===== config.mk =====
export PLATFORM = sky130hd
export DESIGN_NAME = sample_playback_ctrl
export DESIGN_NICKNAME = d
export VERILOG_FILES = /design/src/rtl/sample_playback_ctrl_pkg.sv /design/src/rtl/sample_playback_ctrl_divider.sv /design/src/rtl/sample_playback_ctrl.sv
export SDC_FILE = /design/constraint.sdc
export NUM_CORES = 1
export LEC_CHECK = 0
export ABC_AREA = 0
export CORE_MARGIN = 1.5
export CORE_UTILIZATION = 45
export CTS_CLUSTER_DIAMETER = 50
export DETAILED_ROUTE_END_ITERATION = 8
export PLACE_DENSITY = 0.73
export SLEW_MARGIN = 20
export SYNTH_ARGS = -nofsm -noshare
export SYNTH_HDL_FRONTEND = slang
export SYNTH_HIERARCHICAL = 1
export SYNTH_SLANG_ARGS = --single-unit

===== constraint.sdc =====
create_clock -name i_clock -period 7.1 [get_ports i_clock]
set_input_delay 1.775 -clock i_clock [delete_from_list [all_inputs] [get_ports i_clock]]
set_output_delay 1.775 -clock i_clock [all_outputs]
set_load 0.02 [all_outputs]

===== src/rtl/sample_playback_ctrl_pkg.sv =====
// -----------------------------------------------------------------------------
// sample_playback_ctrl_pkg
// Shared definitions for the sample playback controller:
//   - MEM_DEPTH   : depth of the sample ROM being addressed
//   - NB_ADDR_DEF : default address width (log2 of MEM_DEPTH)
//   - NB_DIV_DEF  : default width of the rate divider setting
//   - state_e     : playback FSM state encoding
// -----------------------------------------------------------------------------
package sample_playback_ctrl_pkg;

  localparam int MEM_DEPTH   = 1024;
  localparam int NB_ADDR_DEF = $clog2(MEM_DEPTH);
  localparam int NB_DIV_DEF  = 8;

  typedef enum logic [1:0] {
    ST_IDLE = 2'd0,
    ST_RUN  = 2'd1,
    ST_HOLD = 2'd2,
    ST_DONE = 2'd3
  } state_e;

endpackage


===== src/rtl/sample_playback_ctrl_divider.sv =====
// -----------------------------------------------------------------------------
// sample_rate_divider
// Loadable down-counter that paces sample offers.
// Ports:
//   i_clock    : clock, rising edge
//   i_reset    : asynchronous active-high reset (count -> 0)
//   i_load     : load i_load_val (has priority over i_enable)
//   i_load_val : value to load
//   i_enable   : decrement by one; holds at zero
//   o_count    : current count
//   o_zero     : count is zero
// -----------------------------------------------------------------------------
module sample_rate_divider
  import sample_playback_ctrl_pkg::*;
#(
  parameter int NB_DIV = NB_DIV_DEF
) (
  input  logic              i_clock,
  input  logic              i_reset,
  input  logic              i_load,
  input  logic [NB_DIV-1:0] i_load_val,
  input  logic              i_enable,
  output logic [NB_DIV-1:0] o_count,
  output logic              o_zero
);

  logic [NB_DIV-1:0] count_q;

  // NOTE: sequential state uses <= so every flop samples pre-edge values;
  // blocking assignments here would create order-dependent simulation races.
  always_ff @(posedge i_clock or posedge i_reset) begin
    if (i_reset) begin
      count_q <= '0;
    end else if (i_load) begin
      count_q <= i_load_val;
    end else if (i_enable && (count_q != '0)) begin
      count_q <= count_q - NB_DIV'(1);
    end
  end

  assign o_count = count_q;
  assign o_zero  = (count_q == '0);

endmodule


===== src/rtl/sample_playback_ctrl.sv =====
// -----------------------------------------------------------------------------
// sample_playback_ctrl
// Sequences read addresses into the sample ROM with start/stop/pause control,
// a programmable window (start address, length-1), one-shot or loop playback
// and a sample-rate divider. Each address is offered with valid/ready.
// Ports:
//   i_clock, i_reset : clock (rising) and asynchronous active-high reset
//   i_start, i_stop  : one-cycle start (IDLE/DONE only) and abort requests
//   i_pause          : level, freezes playback while high
//   i_loop, i_start_addr, i_length, i_rate_div : config, latched at start
//   i_ready          : downstream accepts the offered address
//   o_addr, o_valid  : offered ROM address and its valid flag
//   o_busy           : state is RUN or HOLD
//   o_done           : one-cycle pulse at one-shot completion
//   o_wrap           : one-cycle pulse when a loop restarts
// -----------------------------------------------------------------------------
module sample_playback_ctrl
  import sample_playback_ctrl_pkg::*;
#(
  parameter int NB_ADDR = NB_ADDR_DEF,
  parameter int NB_DIV  = NB_DIV_DEF
) (
  input  logic               i_clock,
  input  logic               i_reset,
  input  logic               i_start,
  input  logic               i_stop,
  input  logic               i_pause,
  input  logic               i_loop,
  input  logic [NB_ADDR-1:0] i_start_addr,
  input  logic [NB_ADDR-1:0] i_length,
  input  logic [NB_DIV-1:0]  i_rate_div,
  input  logic               i_ready,
  output logic [NB_ADDR-1:0] o_addr,
  output logic               o_valid,
  output logic               o_busy,
  output logic               o_done,
  output logic               o_wrap
);

  state_e             state_q;
  logic [NB_ADDR-1:0] addr_q, remaining_q, start_addr_q, length_q;
  logic [NB_DIV-1:0]  rate_div_q;
  logic               loop_q, valid_q, busy_q, done_q, wrap_q;

  logic               accept, start_ok, run_accept, last_sample;
  logic               rate_load, rate_en, rate_zero, rate_expire;
  logic [NB_DIV-1:0]  rate_load_val, rate_count;

  // NOTE: every always_comb output gets a default first, so no path leaves a
  // signal unassigned and no latch is inferred.
  always_comb begin
    accept        = 1'b0;
    start_ok      = 1'b0;
    run_accept    = 1'b0;
    last_sample   = 1'b0;
    rate_load     = 1'b0;
    rate_load_val = '0;
    rate_en       = 1'b0;
    rate_expire   = 1'b0;

    accept      = valid_q & i_ready;
    last_sample = (remaining_q == '0);
    // Stop wins over a simultaneous start.
    start_ok    = i_start & ~i_stop &
                  ((state_q == ST_IDLE) | (state_q == ST_DONE));
    run_accept  = (state_q == ST_RUN) & accept & ~i_stop;

    rate_load     = start_ok | run_accept;
    rate_load_val = start_ok ? '0 : rate_div_q;
    // Counting only happens while waiting to offer; HOLD freezes it.
    rate_en       = (state_q == ST_RUN) & ~valid_q & ~i_pause & ~i_stop;
    // Valid rises on the edge where the counter reaches zero, giving an
    // offer spacing of rate_div+1 cycles.
    rate_expire   = rate_zero | (rate_count == NB_DIV'(1));
  end

  sample_rate_divider #(
    .NB_DIV (NB_DIV)
  ) u_rate_div (
    .i_clock    (i_clock),
    .i_reset    (i_reset),
    .i_load     (rate_load),
    .i_load_val (rate_load_val),
    .i_enable   (rate_en),
    .o_count    (rate_count),
    .o_zero     (rate_zero)
  );

  always_ff @(posedge i_clock or posedge i_reset) begin
    if (i_reset) begin
      state_q      <= ST_IDLE;
      addr_q       <= '0;
      remaining_q  <= '0;
      start_addr_q <= '0;
      length_q     <= '0;
      rate_div_q   <= '0;
      loop_q       <= 1'b0;
      valid_q      <= 1'b0;
      busy_q       <= 1'b0;
      done_q       <= 1'b0;
      wrap_q       <= 1'b0;
    end else begin
      done_q <= 1'b0;
      wrap_q <= 1'b0;

      case (state_q)
        ST_IDLE, ST_DONE: begin
          if (start_ok) begin
            start_addr_q <= i_start_addr;
            length_q     <= i_length;
            rate_div_q   <= i_rate_div;
            loop_q       <= i_loop;
            addr_q       <= i_start_addr;
            remaining_q  <= i_length;
            // First sample is offered right away.
            valid_q      <= 1'b1;
            busy_q       <= 1'b1;
            state_q      <= ST_RUN;
          end else begin
            valid_q <= 1'b0;
            busy_q  <= 1'b0;
            state_q <= ST_IDLE;
          end
        end

        ST_RUN: begin
          if (i_stop) begin
            // Only permitted handshake abort: drop valid even if unaccepted.
            valid_q <= 1'b0;
            busy_q  <= 1'b0;
            state_q <= ST_IDLE;
          end else if (accept) begin
            if (last_sample && !loop_q) begin
              addr_q  <= addr_q + NB_ADDR'(1);
              valid_q <= 1'b0;
              busy_q  <= 1'b0;
              done_q  <= 1'b1;
              state_q <= ST_DONE;
            end else begin
              if (last_sample) begin
                addr_q      <= start_addr_q;
                remaining_q <= length_q;
                wrap_q      <= 1'b1;
              end else begin
                addr_q      <= addr_q + NB_ADDR'(1);
                remaining_q <= remaining_q - NB_ADDR'(1);
              end
              if (i_pause) begin
                valid_q <= 1'b0;
                state_q <= ST_HOLD;
              end else begin
                // Back-to-back offers only at rate_div == 0.
                valid_q <= (rate_div_q == '0);
              end
            end
          end else if (!valid_q) begin
            if (i_pause) begin
              state_q <= ST_HOLD;
            end else if (rate_expire) begin
              valid_q <= 1'b1;
            end
          end
        end

        ST_HOLD: begin
          if (i_stop) begin
            busy_q  <= 1'b0;
            state_q <= ST_IDLE;
          end else if (!i_pause) begin
            state_q <= ST_RUN;
          end
        end

        default: begin
          valid_q <= 1'b0;
          busy_q  <= 1'b0;
          state_q <= ST_IDLE;
        end
      endcase
    end
  end

  assign o_addr  = addr_q;
  assign o_valid = valid_q;
  assign o_busy  = busy_q;
  assign o_done  = done_q;
  assign o_wrap  = wrap_q;

endmodule


==> impl_table.tex <==
\begin{tabular}{lr}
\hline
Metric & Value \\
\hline
\multicolumn{2}{l}{\textbf{Status}} \\
\quad Result of the run & completed \\
\multicolumn{2}{l}{\textbf{Floorplan}} \\
\quad Site Rows & 32 \\
\quad Io pins & 49 \\
\quad Core region area & between 7000 and 8000 µm² \\
\quad Die Span Y & slightly above 90 µm \\
\quad Initial core utilization & approximately 47\% \\
\quad Area enclosed by the die boundary & between 8000 and 9000 µm² \\
\quad Die width & slightly above 90 µm \\
\multicolumn{2}{l}{\textbf{Min path}} \\
\quad End point of the most critical hold path & start\_addr\_q[7] \\
\quad Source of the worst hold timing path & start\_addr\_q[7] \\
\quad Kind of path behind the tightest hold check & reg -> reg \\
\quad Hold Path Depth & 1 \\
\multicolumn{2}{l}{\textbf{Global routing}} \\
\quad Pin count of the biggest net entering global routing & 56 \\
\quad Number of global-route vias before repair & $\sim$2900 \\
\quad Total routing usage reported by global routing & approximately a fifth \\
\quad Wire length of the first global-routing pass & approximately 14000 µm \\
\quad Number of antenna violations at the first check in global routing & 0 \\
\quad Total overflow reported by the global router & 0 \\
\multicolumn{2}{l}{\textbf{STA}} \\
\quad Worst slew margin & between 30\% and 40\% \\
\quad Share of the clock period used by the worst path after layout & between 50 and 60\% \\
\quad Pin slew with the least headroom to its limit & $\sim$1 ns \\
\quad Sum Neg Setup Slack & 0 ns \\
\quad Final worst clock skew & between 0.015 and 0.02 ns \\
\quad Peak Freq & 254 MHz \\
\quad Final hold slack & a little over 0.5 ns \\
\quad Unrepaired setup endpoints after global routing & false \\
\quad Total count of hold-check failures in the final report & 0 \\
\quad Time the worst path needs with I/O delays and setup & between 3 and 4 ns \\
\quad Final number of max-transition violations & 0 \\
\quad Setup Viol. Count Final & 0 \\
\multicolumn{2}{l}{\textbf{Clocking}} \\
\quad Inserted Clock Buffers & 9 \\
\quad Buffers inserted by post-CTS timing repair & 0 \\
\quad Number of sinks driven by the clock tree & 63 \\
\quad Number of buffers between clock root and the deepest sink & 2 \\
\quad Source-to-sink clock delay at the later pin of the worst-skew pair & roughly 0.34 ns \\
\quad Clock input transition at the sequential cells of the worst setup and hold paths & around 0.07 ns \\
\quad Post-cts gate resize count & 0 \\
\quad Clk Tree Root Cell & sky130\_fd\_sc\_hd\_\_clkbuf\_8 \\
\quad Hold-fix buffers at CTS & 0 \\
\quad TritonCTS clock tree & built \\
\quad CTS H-tree depth & 3 \\
\multicolumn{2}{l}{\textbf{Placement}} \\
\quad Placement Cell Area & around 4200 µm² \\
\quad HPWL Detailed & roughly 5800 µm \\
\quad Number of placed cells counting well taps & approximately 500 \\
\quad Count of port buffers added during placement & between 40 and 50 \\
\quad GPL Wtd Cong & approximately 0.87 \\
\multicolumn{2}{l}{\textbf{Routing}} \\
\quad Detailed Route WL & between 8000 and 9000 µm \\
\quad Iteration count of the initial detailed-routing pass & 4 \\
\quad Post-route ant nets & 0 \\
\quad Amount of wire on met3 after detailed routing & 497 µm \\
\quad Total met2 wirelength after detailed routing & 4010 µm \\
\quad Top metal layer carrying routed signals & met4 \\
\quad Violation count after the first detailed-route iteration & 215 \\
\quad Routed metal-1 wire length & between 4000 and 5000 µm \\
\quad Total vias in the final route & 3020 \\
\quad Vias per inst & roughly 5.8 \\
\quad Wire per inst & 16.6 µm \\
\quad DRC errors left & 0 \\
\multicolumn{2}{l}{\textbf{Critical path}} \\
\quad Required arrival time at the worst endpoint & around 7.4 ns \\
\quad Critical-path top delay cell & sky130\_fd\_sc\_hd\_\_or3b\_2 \\
\quad Critical Path, Cell by Cell & clkdlybuf4s50\_1 -> nand2b\_1 -> nor3\_1 -> or3b\_2 -> or4\_1 -> a31oi\_1 \\
\quad Internal reg-to-reg setup slack & roughly 4.4 ns \\
\quad Worst r2r src & state\_q[1] \\
\quad Cell family with the largest share of critical-path delay & simple AND/OR/NAND/NOR gates \\
\quad Crit Path Max Fanout & 6 \\
\quad Critical Setup Path Class & in -> reg \\
\quad Worst reg2reg endpoint & remaining\_q[5] \\
\quad Critical Path AT & around 4.2 ns \\
\quad CP Launch Type & primary input \\
\quad CP Buf/Inv Count & 1 \\
\quad Slowest Stage Delay on Critical Path & 0.56 ns \\
\quad Launching instance or port of the critical path & i\_stop \\
\quad Element type at the critical path end & register \\
\quad R2R depth & 8 \\
\multicolumn{2}{l}{\textbf{Synthesis}} \\
\quad Yosys synthesis warning count & 6 \\
\quad Main flop type after synthesis & sky130\_fd\_sc\_hd\_\_dfrtp\_1 \\
\quad Synthesized netlist cell count & 368 \\
\quad Nets in the synthesized netlist & a little over 400 \\
\quad Leading post-synthesis cells by cell area & sky130\_fd\_sc\_hd\_\_dfrtp\_1, sky130\_fd\_sc\_hd\_\_mux2\_2, sky130\_fd\_sc\_hd\_\_o21ai\_0 \\
\quad Share of async-settable or async-resettable flops after synthesis & between 90\% and 100\% \\
\quad Mean instance size in the synthesized netlist & approximately 10 µm² \\
\quad Biggest area consumer among synthesized cells & sky130\_fd\_sc\_hd\_\_dfrtp\_1 \\
\quad Portion of synthesized cell area occupied by the leading cell type & 43.5\% \\
\quad Post-Syn Area & 3630 µm² \\
\quad Number of register bits inferred by synthesis & between 60 and 70 \\
\quad Library cells used by synthesis & 61 \\
\quad Sequential share of the synthesized area & 43.5\% \\
\quad Post-synth EDFFs & 0 \\
\multicolumn{2}{l}{\textbf{Job}} \\
\quad Maximum Capacitance Violations & 0 \\
\multicolumn{2}{l}{\textbf{Cells and area}} \\
\quad Diode count & 0 \\
\quad Fin cells & 517 \\
\quad Area Growth Syn to Fin & 20.0\% \\
\quad Final standard cell area without fillers & 4350 µm² \\
\quad Final-stage net count & roughly 450 \\
\quad Layout cells sized above 1 & approximately 15\% \\
\multicolumn{2}{l}{\textbf{Power}} \\
\quad Post-layout total power & around 1100 µW \\
\quad Largest voltage drop on the vdd net & approximately 150 µV \\
\quad Total power density per cell area & 264 nW/µm² \\
\quad Reported leakage power & $\sim$0.0017 µW \\
\hline
\end{tabular}
cell usage in the layout, fill, tap and decap left out, types with 8 or more instances in the layout:
cell / n
sky130_fd_sc_hd__dfrtp_1: 63
sky130_fd_sc_hd__clkdlybuf4s50_1: 48
sky130_fd_sc_hd__mux2_2: 29
sky130_fd_sc_hd__nor2_1: 28
sky130_fd_sc_hd__o21ai_0: 27
sky130_fd_sc_hd__a21oi_1: 22
sky130_fd_sc_hd__nand2_1: 17
sky130_fd_sc_hd__nor3_1: 16
sky130_fd_sc_hd__inv_1: 12
sky130_fd_sc_hd__clkbuf_8: 12
sky130_fd_sc_hd__nor3b_1: 10
sky130_fd_sc_hd__mux2i_1: 9
sky130_fd_sc_hd__and2_1: 8
synthesized netlist by cell type, types with 3 or more instances:
library cell,count
sky130_fd_sc_hd__a21oi_1,22
sky130_fd_sc_hd__and2_1,8
sky130_fd_sc_hd__nand4_1,3
sky130_fd_sc_hd__nand2b_1,3
sky130_fd_sc_hd__nor3_1,16
sky130_fd_sc_hd__o211ai_1,4
sky130_fd_sc_hd__a31oi_1,6
sky130_fd_sc_hd__o21ai_0,27
sky130_fd_sc_hd__xnor2_1,6
sky130_fd_sc_hd__inv_1,13
sky130_fd_sc_hd__nand2_1,17
sky130_fd_sc_hd__nor4_1,6
sky130_fd_sc_hd__or4_1,4
sky130_fd_sc_hd__nor2b_1,3
sky130_fd_sc_hd__dfrtp_1,63
sky130_fd_sc_hd__or3_1,4
sky130_fd_sc_hd__nor3b_1,10
sky130_fd_sc_hd__nand3_1,6
sky130_fd_sc_hd__a211oi_1,5
sky130_fd_sc_hd__clkbuf_1,10
sky130_fd_sc_hd__mux2_2,29
sky130_fd_sc_hd__o31ai_1,4
sky130_fd_sc_hd__mux2i_1,9
sky130_fd_sc_hd__or2_2,3
sky130_fd_sc_hd__a211o_1,3
sky130_fd_sc_hd__buf_1,4
sky130_fd_sc_hd__ha_1,7
sky130_fd_sc_hd__nor2_1,28
routing by layer:
metal | up-vias | global-route usage, %
li1 | 1442 | -
met1 | 1470 | 30.3
met2 | 100 | 30.8
met3 | 8 | 4.84
met4 | 0 | 6.57
met5 | - | 0
power by group:
group	switching, µW	total (µW)	leakage (µW)	internal (µW)
sequential	92.0	529	0.000764	437
clock	136	290	0.0000878	154
combinational	168	328	0.000876	160
per-stage QoR:
stage	worst slack (ns)	util (%)
after floorplan	3.60	-
after global placement	2.92	53.6
after detailed placement	2.85	53.6
after CTS	3.19	56.0
after global routing	3.08	56.0
final	3.17	56.0
worst reg2reg max path, cell delays in order (launching register included):
cell and delay (ns):
sky130_fd_sc_hd__dfrtp_1 0.40, sky130_fd_sc_hd__inv_1 0.08, sky130_fd_sc_hd__ha_1 0.16, sky130_fd_sc_hd__buf_4 0.35, sky130_fd_sc_hd__nand3_1 0.13, sky130_fd_sc_hd__a211o_1 0.62, sky130_fd_sc_hd__a31oi_1 0.57, sky130_fd_sc_hd__o21ai_0 0.15
sky130_fd_sc_hd__o21ai_0 0.16
final cells by class:
| type | instances | area, µm² |
|---|---|---|
| Clock buffer | 13 | 169 |
| Clock inverter | 2 | 15.0 |
| Fill cell | 726 | 3420 |
| Inverter | 13 | 48.8 |
| Multi-Input combinational cell | 273 | 1910 |
| Sequential cell | 63 | 1580 |
| Tap cell | 102 | 128 |
| Timing Repair Buffer | 51 | 503 |
how the worst max path moves through the flow:
stage,to,cells past startpoint
after detailed placement,u_rate_div/o_count[5],6
final,u_rate_div/o_count[5],6
after global routing,u_rate_div/o_count[5],6
after global placement,u_rate_div/o_count[5],6
after CTS,u_rate_div/o_count[5],6
after floorplan,u_rate_div/o_count[5],5
kinds of logic after synthesis:
| logic type | synth area share [%] |
|---|---|
| buffers and inverters | 3.83 |
| adder cells (fa/ha/maj) | 2.42 |
| AND/OR/NAND/NOR | 20.5 |
| AO/OA/AOI/OAI | 16.3 |
| XOR/XNOR | 1.93 |
| flip-flops | 43.5 |
| multiplexers | 11.5 |
state kept, by name (all words and copies together) (netlist names):
signal              count
u_rate_div/o_count      8
o_addr                 10
o_wrap                  1
o_done                  1
state_q                 2
remaining_q            10
length_q               10
start_addr_q           10
o_valid                 1
rate_div_q              8
o_busy                  1
loop_q                  1
No activity file was read; power rests on OpenSTA's default activity.
